`src/rtl/wb_dma_loader.sv`:
```
// Purpose: Wishbone master that copies a block of words, then can write an accelerator op register and poll its status.
// Latency: 3 cycles per bus transaction with a 1-cycle-ack slave; done pulses the cycle after the DONE state.
// Backpressure: holds cyc/stb, address and data until ack or err; a stalled slave is abandoned after ACK_TIMEOUT cycles.
module wb_dma_loader #(
    parameter logic [31:0] ADDR_OFFSET    = 32'h3000_0000,
    parameter logic [31:0] OP_REG_OFS     = 32'h0000_0000,
    parameter logic [31:0] STATUS_REG_OFS = 32'h0000_0004,
    parameter int          ACK_TIMEOUT    = 255,
    parameter int          POLL_GAP       = 16,
    parameter int          MAX_POLLS      = 1024
) (
    input  logic        wb_clk_i,
    input  logic        wb_rst_i,
    input  logic        start,
    input  logic [31:0] src_addr,
    input  logic [31:0] dst_addr,
    input  logic [8:0]  word_count,
    input  logic        launch_op,
    input  logic [31:0] op_code,
    output logic        busy,
    output logic        done,
    output logic        error,
    output logic [31:0] result_status,
    output logic        wbm_cyc_o,
    output logic        wbm_stb_o,
    output logic        wbm_we_o,
    output logic [3:0]  wbm_sel_o,
    output logic [31:0] wbm_adr_o,
    output logic [31:0] wbm_dat_o,
    input  logic [31:0] wbm_dat_i,
    input  logic        wbm_ack_i,
    input  logic        wbm_err_i
);

    localparam int ACW = $clog2(ACK_TIMEOUT + 1);
    localparam int PGW = $clog2(POLL_GAP + 1);
    localparam int PCW = $clog2(MAX_POLLS + 1);
    localparam logic [ACW-1:0] ACK_LAST  = ACW'(ACK_TIMEOUT - 1);
    localparam logic [PGW-1:0] WAIT_LAST = PGW'(POLL_GAP - 1);
    localparam logic [PCW-1:0] POLL_LIM  = PCW'(MAX_POLLS);
    localparam logic [31:0]    OP_ADR    = ADDR_OFFSET + OP_REG_OFS;
    localparam logic [31:0]    ST_ADR    = ADDR_OFFSET + STATUS_REG_OFS;

    typedef enum logic [2:0] {
        S_IDLE,
        S_RD,
        S_WR,
        S_GAP,
        S_OP_WR,
        S_POLL_RD,
        S_POLL_WAIT,
        S_DONE
    } state_t;

    state_t          r_state;
    state_t          r_after;      // where GAP hands over once the bus has rested a cycle
    state_t          w_state_nxt;
    state_t          w_after_nxt;

    logic [31:0]     r_src;
    logic [31:0]     r_dst;
    logic [8:0]      r_count;
    logic            r_launch;
    logic [31:0]     r_op;
    logic [8:0]      r_idx;
    logic [31:0]     r_data;
    logic [ACW-1:0]  r_ack_cnt;
    logic [PGW-1:0]  r_wait_cnt;
    logic [PCW-1:0]  r_poll_cnt;
    logic            r_busy;
    logic            r_done;
    logic            r_error;
    logic [31:0]     r_status;

    logic            w_in_bus;
    logic            w_ok;
    logic            w_fail;
    logic            w_accept;
    logic            w_last_word;
    logic            w_not_ready;
    logic [8:0]      w_idx_inc;
    logic [PCW-1:0]  w_poll_inc;
    logic [31:0]     w_ofs;

    assign w_in_bus    = (r_state == S_RD) || (r_state == S_WR) ||
                         (r_state == S_OP_WR) || (r_state == S_POLL_RD);
    // err beats ack; a missing ack on the last allowed wait cycle counts as a failure
    assign w_fail      = w_in_bus && (wbm_err_i || (!wbm_ack_i && (r_ack_cnt == ACK_LAST)));
    assign w_ok        = w_in_bus && wbm_ack_i && !wbm_err_i;
    // r_done is high in the first IDLE cycle after a job, so a start coinciding with done is dropped
    assign w_accept    = (r_state == S_IDLE) && start && !r_done;
    assign w_idx_inc   = r_idx + 9'd1;
    assign w_last_word = (w_idx_inc == r_count);
    assign w_not_ready = (wbm_dat_i == 32'hFFFF_FFFF);
    assign w_poll_inc  = r_poll_cnt + 1'b1;
    assign w_ofs       = {21'd0, r_idx, 2'b00};

    assign busy          = r_busy;
    assign done          = r_done;
    assign error         = r_error;
    assign result_status = r_status;

    // State register
    always_ff @(posedge wb_clk_i) begin
        if (wb_rst_i) begin
            r_state <= S_IDLE;
            r_after <= S_IDLE;
        end else begin
            r_state <= w_state_nxt;
            r_after <= w_after_nxt;
        end
    end

    // Next-state decode; every acked transaction rests in GAP except a not-ready poll, whose wait already idles the bus
    always_comb begin
        w_state_nxt = r_state;
        w_after_nxt = r_after;
        case (r_state)
            S_IDLE: begin
                if (w_accept) begin
                    if (word_count == 9'd0) begin
                        w_state_nxt = launch_op ? S_OP_WR : S_DONE;
                    end else begin
                        w_state_nxt = S_RD;
                    end
                end
            end
            S_RD: begin
                if (w_fail) begin
                    w_state_nxt = S_DONE;
                end else if (w_ok) begin
                    w_state_nxt = S_GAP;
                    w_after_nxt = S_WR;
                end
            end
            S_WR: begin
                if (w_fail) begin
                    w_state_nxt = S_DONE;
                end else if (w_ok) begin
                    w_state_nxt = S_GAP;
                    if (w_last_word) begin
                        w_after_nxt = r_launch ? S_OP_WR : S_DONE;
                    end else begin
                        w_after_nxt = S_RD;
                    end
                end
            end
            S_OP_WR: begin
                if (w_fail) begin
                    w_state_nxt = S_DONE;
                end else if (w_ok) begin
                    w_state_nxt = S_GAP;
                    w_after_nxt = S_POLL_RD;
                end
            end
            S_POLL_RD: begin
                if (w_fail) begin
                    w_state_nxt = S_DONE;
                end else if (w_ok) begin
                    if (w_not_ready && (w_poll_inc != POLL_LIM)) begin
                        w_state_nxt = S_POLL_WAIT;
                    end else begin
                        w_state_nxt = S_GAP;
                        w_after_nxt = S_DONE;
                    end
                end
            end
            S_POLL_WAIT: begin
                if (r_wait_cnt == WAIT_LAST) begin
                    w_state_nxt = S_POLL_RD;
                end
            end
            S_GAP:   w_state_nxt = r_after;
            S_DONE:  w_state_nxt = S_IDLE;
            default: w_state_nxt = S_IDLE;
        endcase
    end

    // Bus drive, decoded from registered state so address and data hold steady until the slave responds
    always_comb begin
        wbm_cyc_o = 1'b0;
        wbm_stb_o = 1'b0;
        wbm_we_o  = 1'b0;
        wbm_sel_o = 4'h0;
        wbm_adr_o = 32'h0;
        wbm_dat_o = 32'h0;
        if (w_in_bus) begin
            wbm_cyc_o = 1'b1;
            wbm_stb_o = 1'b1;
            wbm_sel_o = 4'hF;
        end
        case (r_state)
            S_RD:      wbm_adr_o = r_src + w_ofs;
            S_WR: begin
                wbm_we_o  = 1'b1;
                wbm_adr_o = r_dst + w_ofs;
                wbm_dat_o = r_data;
            end
            S_OP_WR: begin
                wbm_we_o  = 1'b1;
                wbm_adr_o = OP_ADR;
                wbm_dat_o = r_op;
            end
            S_POLL_RD: wbm_adr_o = ST_ADR;
            default: ;
        endcase
    end

    // Ack wait counter restarts with each request; poll gap counter runs only while waiting between polls
    always_ff @(posedge wb_clk_i) begin
        if (wb_rst_i) begin
            r_ack_cnt  <= '0;
            r_wait_cnt <= '0;
        end else begin
            if (!w_in_bus || wbm_ack_i || wbm_err_i) begin
                r_ack_cnt <= '0;
            end else begin
                r_ack_cnt <= r_ack_cnt + 1'b1;
            end
            if (r_state == S_POLL_WAIT) begin
                r_wait_cnt <= r_wait_cnt + 1'b1;
            end else begin
                r_wait_cnt <= '0;
            end
        end
    end

    // Job parameters, copy index, captured read data and the user-visible status flags
    always_ff @(posedge wb_clk_i) begin
        if (wb_rst_i) begin
            r_src      <= '0;
            r_dst      <= '0;
            r_count    <= '0;
            r_launch   <= 1'b0;
            r_op       <= '0;
            r_idx      <= '0;
            r_data     <= '0;
            r_poll_cnt <= '0;
            r_busy     <= 1'b0;
            r_done     <= 1'b0;
            r_error    <= 1'b0;
            r_status   <= '0;
        end else begin
            r_done <= (r_state == S_DONE);
            if (r_state == S_DONE) begin
                r_busy <= 1'b0;
            end
            if (w_accept) begin
                r_src    <= src_addr;
                r_dst    <= dst_addr;
                r_count  <= word_count;
                r_launch <= launch_op;
                r_op     <= op_code;
                r_idx    <= '0;
                r_error  <= 1'b0;
                r_busy   <= 1'b1;
            end
            if (w_fail) begin
                r_error <= 1'b1;
            end
            if (w_ok) begin
                case (r_state)
                    S_RD:    r_data     <= wbm_dat_i;
                    S_WR:    r_idx      <= w_idx_inc;
                    S_OP_WR: r_poll_cnt <= '0;
                    S_POLL_RD: begin
                        if (w_not_ready) begin
                            r_poll_cnt <= w_poll_inc;
                            if (w_poll_inc == POLL_LIM) begin
                                r_error <= 1'b1;
                            end
                        end else begin
                            r_status <= wbm_dat_i;
                        end
                    end
                    default: ;
                endcase
            end
        end
    end

endmodule

```
`config.mk`:
```
export PLATFORM = sky130hd
export DESIGN_NAME = wb_dma_loader
export DESIGN_NICKNAME = d
export VERILOG_FILES = /design/src/rtl/wb_dma_loader.sv
export SDC_FILE = /design/constraint.sdc
export NUM_CORES = 1
export LEC_CHECK = 0
export CORE_ASPECT_RATIO = 1.2
export CORE_MARGIN = 1.5
export CORE_UTILIZATION = 50
export DETAILED_ROUTE_END_ITERATION = 6
export PLACE_DENSITY = 0.81
export SLEW_MARGIN = 20
export SYNTH_ARGS = -nofsm -noshare
export SYNTH_HDL_FRONTEND = slang
export SYNTH_SLANG_ARGS = --single-unit
```
`constraint.sdc`:
```
create_clock -name wb_clk_i -period 6.1 [get_ports wb_clk_i]
set_input_delay 0.915 -clock wb_clk_i [delete_from_list [all_inputs] [get_ports wb_clk_i]]
set_output_delay 0.915 -clock wb_clk_i [all_outputs]
set_load 0.01 [all_outputs]
```
Word level (Yosys, flattened, before mapping)
Index checks and enable logic that the tools add are counted.
{"block": "totals", "reg_bits": 212, "latch_bits": 0, "ramBits": 0, "mem_bits_ro": 0, "in_bits": 143, "output_inout_bits": 106, "word_cells": 122, "memories": 0}
{"block": "classes", "n_addsub": 6, "multipliers": 0, "div_mod_pow": 0, "magnitude_cmp": 0, "eq_ne": 27, "shift": 0, "muxes": 40, "bitwise_logic": 2, "reduce_logical": 31}
{"operator": "one-hot mux 32 bit (4 select lines)", "n": 1}
{"operator": "adder 32 x 11 -> 32 bit", "n": 2}
{"operator": "one-hot mux 32 bit (2 select lines)", "n": 1}
{"operator": "2-to-1 mux 3 bit", "n": 18}
{"operator": "equality test 32 bit (second input constant)", "n": 1}
{"operator": "2-to-1 mux 9 bit", "n": 3}
{"operator": "inequality test 2 bit (second input constant)", "n": 12}
{"operator": "one-hot mux 11 bit (2 select lines)", "n": 1}
{"operator": "one-hot mux 3 bit (6 select lines)", "n": 1}
{"operator": "equality test 3 bit (second input constant)", "n": 4}
{"operator": "one-hot mux 3 bit (4 select lines)", "n": 1}
{"operator": "adder 11 x 1 -> 11 bit (second input constant)", "n": 1}
{"operator": "equality test 11 bit (second input constant)", "n": 1}
{"operator": "2-to-1 mux 11 bit", "n": 1}
{"operator": "inequality test 11 bit (second input constant)", "n": 1}
{"operator": "2-to-1 mux 1 bit", "n": 10}
{"operator": "AND reduction 10 bit", "n": 1}
{"operator": "adder 9 x 1 -> 9 bit (second input constant)", "n": 1}
{"operator": "equality test 9 bit", "n": 1}
{"operator": "logical NOT 9 bit", "n": 1}
{"operator": "adder 8 x 1 -> 8 bit (second input constant)", "n": 1}
{"operator": "equality test 8 bit (second input constant)", "n": 1}
{"operator": "logical AND 1 bit", "n": 7}
{"operator": "equality test 3 x 2 -> 1 bit (second input constant)", "n": 2}
{"operator": "other kinds (18)", "n": 32}

Logic depth before layout (Yosys ltp)
{"block": "logic_depth", "word_depth": 10, "depth_mapped": 19, "mapped_depth_nobuf": 13}

Worst setup path after synthesis
No wires, ideal clock.
{"block": "synth_path", "path_kind": "flip-flop to output port", "from": "reg r_state[0]", "to": "out wbm_adr_o[12]", "arrival_time_ns": 3.822, "required_ns": 5.185, "setup_slack_ns": 1.363, "stages_incl_launch_ff": 20, "path_buffers": 6, "path_cell_list": "dfxtp_1 buf_6 or3b_1 buf_2 buf_1 clkbuf_1 clkbuf_1 nand2_1 nand2_1 ha_1 inv_1 fa_1 nor2b_1 o31ai_1 a21oi_1 or2_2 clkbuf_1 nand2_1 xor2_1 o22ai_1"}
{"block": "synth_via", "elab_chain_cells": 2, "word_cells_on_any_way": 5, "cone_classes": "eq/ne (4); mux (1)"}
{"item": "start: declaration", "line": "55", "text": "state_t r_state;"}
{"item": "start signal: assignment", "line": "109", "text": "r_state <= w_state_nxt;"}
{"item": "equality test 3 bit, or another cell as far along", "line": "192", "text": "case (r_state)"}
{"item": "one-hot mux 32 bit (4 select lines) (*)", "line": "192"}
{"item": "end: declaration", "line": "28", "text": "output logic [31:0] wbm_adr_o,"}
Every way passes the cells marked *; elsewhere a longest branch is shown, timed or not.

Final worst setup path
{"block": "layout_path", "from": "reg r_state[1]", "to": "out wbm_adr_o[21]"}
Same word-level chain as after synthesis.

==> run metrics <==
initial core utilization 51.4%; Post-Synth XOR/XNOR Area 3.62%; clock root cell clkbuf_16; simple-gate portion of the synthesized area 27.0%; # Post-CTS Setup Buffers 0; status completed; Final setup viols 0; first-pass GRT wire length 48.1 mm; Worst-Margin Slew 1.01 ns; synth cell count leaders nand2_1 (348), dfxtp_1 (212), a21oi_1 (172); CP arrival 4.58 ns; CP Data Required Time 5.18 ns; vias in the first global route 9579; DRC 0; Final Critical Period 5.49 ns; Slew HR 32.6%; # IOs 249; antenna violations before repair 1; skew final 0.0177 ns; # fillers 1651; drt total wl 30.3 mm; CTS tree yes; layout cells sized above 1 4.74%; global placer's final weighted congestion 0.917; Die ar. 21200 sq um; post-synthesis compound-gate area fraction 16.5%; clk slew on worst S/H paths 0.06 ns; count of unique library cells instantiated by Yosys 62; Setup TNS 0 ns; switching fraction of total power 34.5%; top_reg_cell synth dfxtp_1; Hold Crit Class flip-flop to flip-flop; HPWL Detailed 21.0 mm; synth-to-layout area growth 32.9%; TritonRoute pass-1 iters 5; htree depth 1; Reg2Reg Depth 6; clk buf depth 3; vias 10100; Mapped Cells 1329; Reg2Reg Setup Slack 3.25 ns; crit-path max FO 16; Max Slew Vio Count 0; top-area cell type share of the netlist area 41.8%; period utilization 90.0%; synthesized area per cell 7.65 sq um; post-DR wirelength/cell 16.8 um; Clock power frac 31.2%; Hold Vio Cnt, Final 0; cts repair resizes 0; Leakage 4.86 nW; sequential share of the synthesized area 41.8%; Setup Crit Path Kind flip-flop to output pin; CTS buffer count 22; worst hold stages 1; PortBufs 248; Area contributors post-synth dfxtp_1 (42%), nand2_1 (13%), a21oi_1 (8.5%); most numerous cell in the Yosys netlist nand2_1; Post-Syn Area 10200 sq um; largest family of logic cells by synthesized area simple AND/OR/NAND/NOR gates; yosys warns 0; number of flops mapped to enable cells by yosys 0; FF+latch count, synth 212; peak supply drop 0.274 mV; largest net degree at the start of global routing 127; reg-to-reg endpoint r_idx[1]; # rows 56; post-synthesis mux area share 5.12%; Power Density 339 nW/um^2; Post-Synth Adder-Cell Area 2.04%; Seq pwr share 37.9%; Net Sw Power 1.58 mW; Final WS setup 0.608 ns; fin nets 1682; hold_buf cts 0; area of the core 19800 sq um; fin util 68.3%; Post-synth ARST share 0%; Cell Int Power 3.00 mW; Mapped Nets 1488; Min-Delay Endpoint r_wait_cnt[0]; number of antenna diodes 0; Storage cell area 4240 sq um; Crit. End Element output pin; TritonCTS Sinks 212; RR Startpoint r_state[0]; Clock Latency Late Sink 0.51 ns; Worst Hold Launch r_wait_cnt[0]; Comb power frac 31.0%; max cap viols 0; pre-CTS setup slack 1.22 ns; DIE WIDTH 133 um; fmax 182 MHz; Overflow after GRT 0; Vias/cell 5.59; antenna-violating nets left 0; All-Layer GR Usage 27.5%; DRT iter0 DRCs 754; area of the multi-input gates 5550 sq um; crit path launch type flip-flop; Synth area leader dfxtp_1; RSZ-0062 raised after global routing no; die height 159 um
layout make-up:
type	instances	share of cell area, %
clock buffer	29	4.73
clock inverter	11	1.03
inverter	10	0.278
multi-input combinational	1018	41.1
sequential	212	31.4
tap	261	2.42
timing repair buffer	259	19.0
per-stage QoR:
step | hold slack (ns) | std cells | total power, mW | cell area, sq um
6_report | 0.451 | 1800 | 4.57 | 13500
5_1_grt | 0.470 | 1800 | 4.81 | 13500
4_1_cts | 0.455 | 1800 | 4.58 | 13500
3_5_place_dp | 0.446 | 1760 | 3.16 | 12700
3_3_place_gp | 0.428 | 1760 | 3.13 | 12700
2_1_floorplan | 0.418 | 1329 | 2.62 | 10200
per-layer routing:
| metal | track usage [%] | wire, um | up-vias | share of wire (%) |
|---|---|---|---|---|
| met5 | 0 | 0 | - | 0 |
| met4 | 9.34 | 971 | 0 | 3.2 |
| met3 | 5.95 | 2450 | 69 | 8.1 |
| met2 | 48.6 | 14900 | 433 | 49 |
| met1 | 32.9 | 12000 | 4640 | 39 |
| li1 | - | - | 4927 | - |
power groups by stage:
stage / Combinational, mW / Sequential (mW) / Clock (mW)
6_report: 1.42 / 1.73 / 1.42
5_1_grt: 1.55 / 1.75 / 1.51
4_1_cts: 1.41 / 1.73 / 1.44
3_5_place_dp: 1.40 / 1.76 / 0
3_3_place_gp: 1.38 / 1.75 / 0
2_1_floorplan: 0.939 / 1.68 / 0
worst max-delay path by stage:
stage	from	to	slack, ns	cells past startpoint
2_1_floorplan	r_state[0]	wbm_adr_o[12]	1.36	19
3_3_place_gp	r_state[2]	wbm_adr_o[21]	1.34	12
3_5_place_dp	r_state[1]	wbm_adr_o[21]	1.22	12
4_1_cts	r_state[1]	wbm_adr_o[21]	0.65	12
5_1_grt	r_state[1]	wbm_adr_o[18]	0.33	12
6_report	r_state[1]	wbm_adr_o[21]	0.61	12
cell families (layout without fill, tap and decap cells):
| kind of cell | Yosys count | in the layout |
|---|---|---|
| AOI/OAI and AO/OA | 286 | 286 |
| xor gates and xnor gates | 42 | 42 |
| adders and majority gates | 16 | 16 |
| buffers and inverters | 99 | 309 |
| DFF | 212 | 212 |
| muxes | 52 | 52 |
| and+or+nand+nor | 622 | 622 |
layout by cell type (no fill, tap or decap), drive strengths merged, types with 4 or more instances in the layout:
cell | netlist | final
mux2i | 52 | 52
clkbuf | 77 | 29
a21o | 5 | 5
a22oi | 5 | 5
and4 | 4 | 4
a211oi | 4 | 4
xnor2 | 18 | 18
clkdlybuf4s50 | 0 | 247
nand2b | 9 | 9
nor4 | 9 | 9
nor3b | 5 | 5
or2 | 7 | 7
nor2 | 119 | 119
clkinv | 0 | 5
nand3 | 32 | 32
or3 | 5 | 5
a22o | 33 | 33
buf | 12 | 12
nand3b | 6 | 6
a21oi | 172 | 172
xor2 | 24 | 24
inv | 10 | 11
nor2b | 12 | 12
a31oi | 6 | 6
ha | 15 | 15
nand2 | 348 | 348
o22ai | 5 | 5
and3 | 10 | 10
o21ai | 37 | 37
dfxtp | 212 | 212
nand4 | 24 | 24
nor3 | 17 | 17
worst max-delay path, cell delays in order (launching register included):
cell             delay, ns
dfxtp_1               0.57
or3b_2                0.65
nand2_1               0.13
nand2_1               0.06
ha_1                  0.34
a21o_1                0.17
a21oi_1               0.17
a21oi_1               0.13
o31ai_1               0.74
nor3_1                0.14
xnor2_1               0.17
o22ai_1               0.21
clkdlybuf4s50_1       0.58
sequential cells by signal, summed over array words and instances, names as in the netlist:
signal         cells
result_status     32
r_count            9
r_state            3
error              1
r_src             32
r_launch           1
done               1
r_idx              9
r_poll_cnt        11
r_dst             32
r_data            32
busy               1
r_after            3
r_wait_cnt         5
r_ack_cnt          8
r_op              32
No activity file was read; power rests on OpenSTA's default activity.
==> edit 1, RTL diff (same settings) <==
Change the parameter `OP_REG_OFS` from 32'h0000_0000 to 32'h00000001.
--- a/src/rtl/wb_dma_loader.sv
+++ b/src/rtl/wb_dma_loader.sv
@@ -5,3 +5,3 @@
     parameter logic [31:0] ADDR_OFFSET    = 32'h3000_0000,
-    parameter logic [31:0] OP_REG_OFS     = 32'h0000_0000,
+    parameter logic [31:0] OP_REG_OFS     = 32'h00000001,
     parameter logic [31:0] STATUS_REG_OFS = 32'h0000_0004,
Formal check against the unedited RTL: not equivalent (Yosys sat finds a counterexample within 4 cycles, from zero or initial values and one cycle with wb_rst_i high).
==> edit 1 against the original RTL <==
  * Via count is 0.51% lower
  * Register-to-register slack worse by 0.19 ns
  * Count of clock-buffer cells in the layout is 6 higher
  * Area after synthesis is 0.48% higher
  * Sequential share of layout area hardly changed
  * Routed wire length is 3.3% higher
  * Sequential cell count stayed put
  * Core utilization is 1.2 points lower
  * Setup slack worse by 0.11 ns
  * Design area hardly changed
  * Final cell count is 0.89% lower
  * Total power is 0.72% higher
  * First-iteration DRC count is 8.1% lower
  * Critical path type unchanged
  * Critical endpoint is now wbm_adr_o[18]
  * Largest cell class unchanged
  * Highest routed layer is now met5
==> edit 1: results (changes against the original RTL) <==
[outcome]
status=finished clean

[global_routing]
grt_pass1_vias=9664  ; +0.89%
grt_pass1_wl_mm=49.49  ; +2.9%
grt_use_total_pct=28.74  ; +1.2 points
grt_max_degree=103  ; -19%
use_met2_pct=49.79  ; +1.2 points
use_met1_pct=32.80  ; -0.12 points
antenna_found_initial=2  ; +1

[layout]
seq_area_share_pct=31.45  ; about the same
inverters=15  ; +5
clkCellAreaFrac_pct=5.108  ; -0.65 points
final_area_sq_mm=0.01350  ; about the same
nets=1667  ; -0.89%
nClkBuffers=35  ; +21%
buf_share_pct=19.31  ; +0.31 points
seq_cell_count=212  ; unchanged
drive_gt1_share_pct=4.806  ; +0.062 points
multi_input_area_sq_mm=0.005568  ; +0.27%
fillers=1732  ; +4.9%
multi_input_gates=996  ; -2.2%

[sta]
hold_ws_ns=0.4478  ; -0.003316 ns
clock_skew_ns=0.02954  ; +0.01182 ns

[synthesis]
synth_cell_types=67  ; +8.1%
syn_nets=1475  ; -0.87%
synth-seq-area-share_pct=41.55  ; -0.20 points
synth.area.top_cells=dfxtp_1 (42%), nand2_1 (12%), a21oi_1 (8.4%)
synthTopCellsByCount=nand2_1 (339), dfxtp_1 (212), a21oi_1 (172)
avgSynthCellArea_sq_um=7.767  ; +1.5%

[power]
peakVddDrop_mv=0.3223  ; +18%

[routing]
drt_iter0_markers=693  ; -8.1%
top_layer=met5
vias_per_cell=5.615  ; +0.39%
num_vias=10020  ; -0.51%
route.met3.wl_mm=2.998  ; +22%
drt-total-wl_mm=31.31  ; +3.3%
met2_length_mm=14.88  ; -0.27%

[critical_path]
rrSetupSlack_ns=3.06  ; -0.19 ns
worstReg2RegEnd=r_poll_cnt[6]$_SDFFE_PP0P_
cp_slowest_cell=or3b_2
critical_path.top_delay_family=simple AND/OR/NAND/NOR gates
reg2reg_depth=5  ; -1
worstPathArrival_ns=4.68  ; +0.10 ns
critPathMaxFanout=19  ; +3

[floorplanning]
core_sq_mm=0.02011  ; +1.8%

[placed_design]
dp.final_hpwl_mm=22.15  ; +5.5%
dpl_worst_slack_ns=1.109  ; -0.1129 ns
gp_congestion=0.9001  ; -1.9%

edit 1: cell types whose count changed after synthesis, moves of 7 or more:
cell / unedited run / this run
nor2_1: 119 / 104
buf_2: 1 / 11
o21ai_0: 34 / 24
xor2_1: 24 / 17
xnor2_1: 18 / 25
clkbuf_1: 77 / 68
nand2_1: 348 / 339
nand4_1: 24 / 17
edit 1: logic make-up (layout without fill, tap and decap cells):
family | count (synthesis) | in the layout | synth area share [%]
compound gates | 290 | 290 | 17.13
xor+xnor | 42 | 42 | 3.602
fa+ha+maj | 17 | 17 | 2.156
flops | 212 | 212 | 41.55
buf+inv | 107 | 311 | 4.337
mux | 57 | 57 | 5.684
simple gates | 590 | 590 | 25.54
edit 1: how the worst max path moves through the flow:
stage	from	end	slack [ns]	cells after the start
after floorplan	r_state[2]$_SDFFE_PP0P_	wbm_adr_o[20]	1.32	18
after global placement	r_state[1]$_SDFFE_PP0P_	wbm_adr_o[20]	1.16	13
after detailed placement	r_state[1]$_SDFFE_PP0P_	wbm_adr_o[18]	1.11	13
after CTS	r_state[1]$_SDFFE_PP0P_	wbm_adr_o[18]	0.54	13
after global routing	r_state[1]$_SDFFE_PP0P_	wbm_adr_o[20]	0.28	13
final	r_state[1]$_SDFFE_PP0P_	wbm_adr_o[18]	0.50	13
edit 1: where the power goes:
| group | switching, W | internal (W) |
|---|---|---|
| combinational | 0.000944 | 0.000627 |
| clock | 0.000541 | 0.000759 |
| sequential | 0.000170 | 0.00156 |
edit 1: worst reg2reg max path: stages (launching register included):
cell and delay (ns):
dfxtp_1 0.64, nor2b_1 0.60, nand2_1 0.45, nor3_2 0.61, or3b_2 0.49, a21oi_1 0.15
==> edit 2, RTL diff (config.mk and constraints unchanged) <==
Without the edit above. Register the output `result_status` once more, with the module's reset; this adds one clock of latency there. The other outputs are not delayed to match.
--- a/src/rtl/wb_dma_loader.sv
+++ b/src/rtl/wb_dma_loader.sv
@@ -100,3 +100,9 @@
     assign error         = r_error;
-    assign result_status = r_status;
+    always_ff @(posedge wb_clk_i) begin
+        if (wb_rst_i) begin
+            result_status <= '0;
+        end else begin
+            result_status <= r_status;
+        end
+    end
 
Behaviour: same outputs for any inputs over 4 cycles, from zero or initial values and one cycle with wb_rst_i high; that may be too few to reach the edited logic, so the function may still have changed.
==> edit 2 against the original RTL <==
  * Setup slack worse by 0.0090 ns
  * Highest routed layer unchanged
  * Synthesized cell count is 5.4% higher
  * Total power is 9.7% higher
  * Die area is 8.5% higher
  * Count of clock-buffer cells in the layout is 3 higher
  * Routed wire length is 0.63% lower
  * Design area is 6.8% higher
  * Sequential cell count is 32 higher
  * Clock power is 6% higher
  * Area after synthesis is 8.7% higher
==> edit 2: results (changes against the original RTL) <==
[placed_design]
dp.final_hpwl_mm=20.66  ; -1.6%
gp_congestion=0.8703  ; -5.1%
dpl_worst_slack_ns=1.190  ; -0.03166 ns
dp_cells=1837  ; +4.4%

[critical_path]
rrSetupSlack_ns=3.09  ; -0.16 ns
reg2reg_depth=5  ; -1
cp_slowest_cell=dfxtp_1
critPathLaunch=r_state[1]$_SDFFE_PP0P_
critical_path.top_delay_family=buffers and inverters
worstSetupEndpoint=wbm_adr_o[27]
worstPathArrival_ns=4.59  ; about the same
critPathMaxFanout=37  ; +21
worstReg2RegEnd=r_status[17]$_SDFFE_PP0P_
regToRegStartpoint=r_state[2]$_SDFFE_PP0P_

[power]
peakVddDrop_mv=0.2334  ; -15%
total_leakage_power_nw=5.200  ; +7.0%

[min_path]
hp-start=r_op[10]$_SDFFE_PP0P_
holdPathStages=2  ; +1
hold_path_end=r_op[10]$_SDFFE_PP0P_

[layout]
fillers=1833  ; +11%
drive_gt1_share_pct=4.110  ; -0.63 points
nets=1748  ; +3.9%

[synthesis]
synth_cell_types=57  ; -8.1%
syn_nets=1560  ; +4.8%
synthArstFlopShare_pct=0  ; unchanged
synthTopCellsByCount=nand2_1 (350), dfxtp_1 (244), a21oi_1 (173)
postSynthCellCount=1401  ; +5.4%
synth-seq-area-share_pct=44.20  ; +2.5 points

[routing]
num_vias=10470  ; +4.0%
drt-total-wl_mm=30.11  ; -0.63%
drt_iter0_markers=619  ; -18%
wl_per_cell_microns=16.02  ; -4.9%

[global_routing]
grt_use_total_pct=25.05  ; -2.4 points
grt_pass1_wl_mm=48.60  ; +1.0%
grt_pass1_vias=9870  ; +3.0%
antenna_found_initial=0  ; -1
grt_max_degree=136  ; +7.1%

[sta]
worst_slack_ns=0.5986  ; -0.009011 ns
slew_headroom_pct=29.86  ; -2.8 points

[outcome]
status=finished clean

[cts]
numCtsBuffers=24  ; +9.1%

[edit 2: power breakdown]
group	switching (W)	leakage, nW	internal, W
logic	0.000948	2.82	0.000600
clock network	0.000615	0.403	0.000896
registers	0.000174	1.98	0.00178
[edit 2: kinds of logic after synthesis]
family                   share of synthesized area, %
AO/OA/AOI/OAI                                   16.04
AND/OR/NAND/NOR                                 26.37
flip-flops                                      44.20
adder cells (fa/ha/maj)                         1.880
multiplexers                                    4.461
XOR/XNOR                                        2.853
buffers and inverters                           4.189
[edit 2: metal layers]
layer	track usage (%)	vias to the layer above	share of wire, %
met5	0	-	0
met4	9.103	0	3.1
met3	2.970	67	5.7
met2	43.98	386	49
met1	31.66	4852	42
li1	-	5163	-
[edit 2: worst reg2reg max path, stage by stage (launching register included)]
cell     delay [ns]
dfxtp_1        0.75
or3_1          0.34
and3_1         0.40
and4_2         1.00
mux2i_1        0.32
nor2_1         0.07
[edit 2: area by class of cell]
type | count | share of cell area (%)
inverter | 14 | 0.3643
sequential | 244 | 33.87
clock buffer | 32 | 4.866
multi-input combinational | 1046 | 39.81
tap | 274 | 2.377
timing repair buffer | 259 | 17.88
clock inverter | 11 | 0.8414
[edit 2: through the flow]
stage                     hold slack (ns)  utilization (%)  instance area (sq um)
after global routing               0.4676            66.46                  14420
after floorplan                    0.4175                -                  11050
after global placement             0.4286            62.63                  13590
final                              0.4552            66.46                  14420
after detailed placement           0.4467            62.67                  13600
after CTS                          0.4547            66.46                  14420
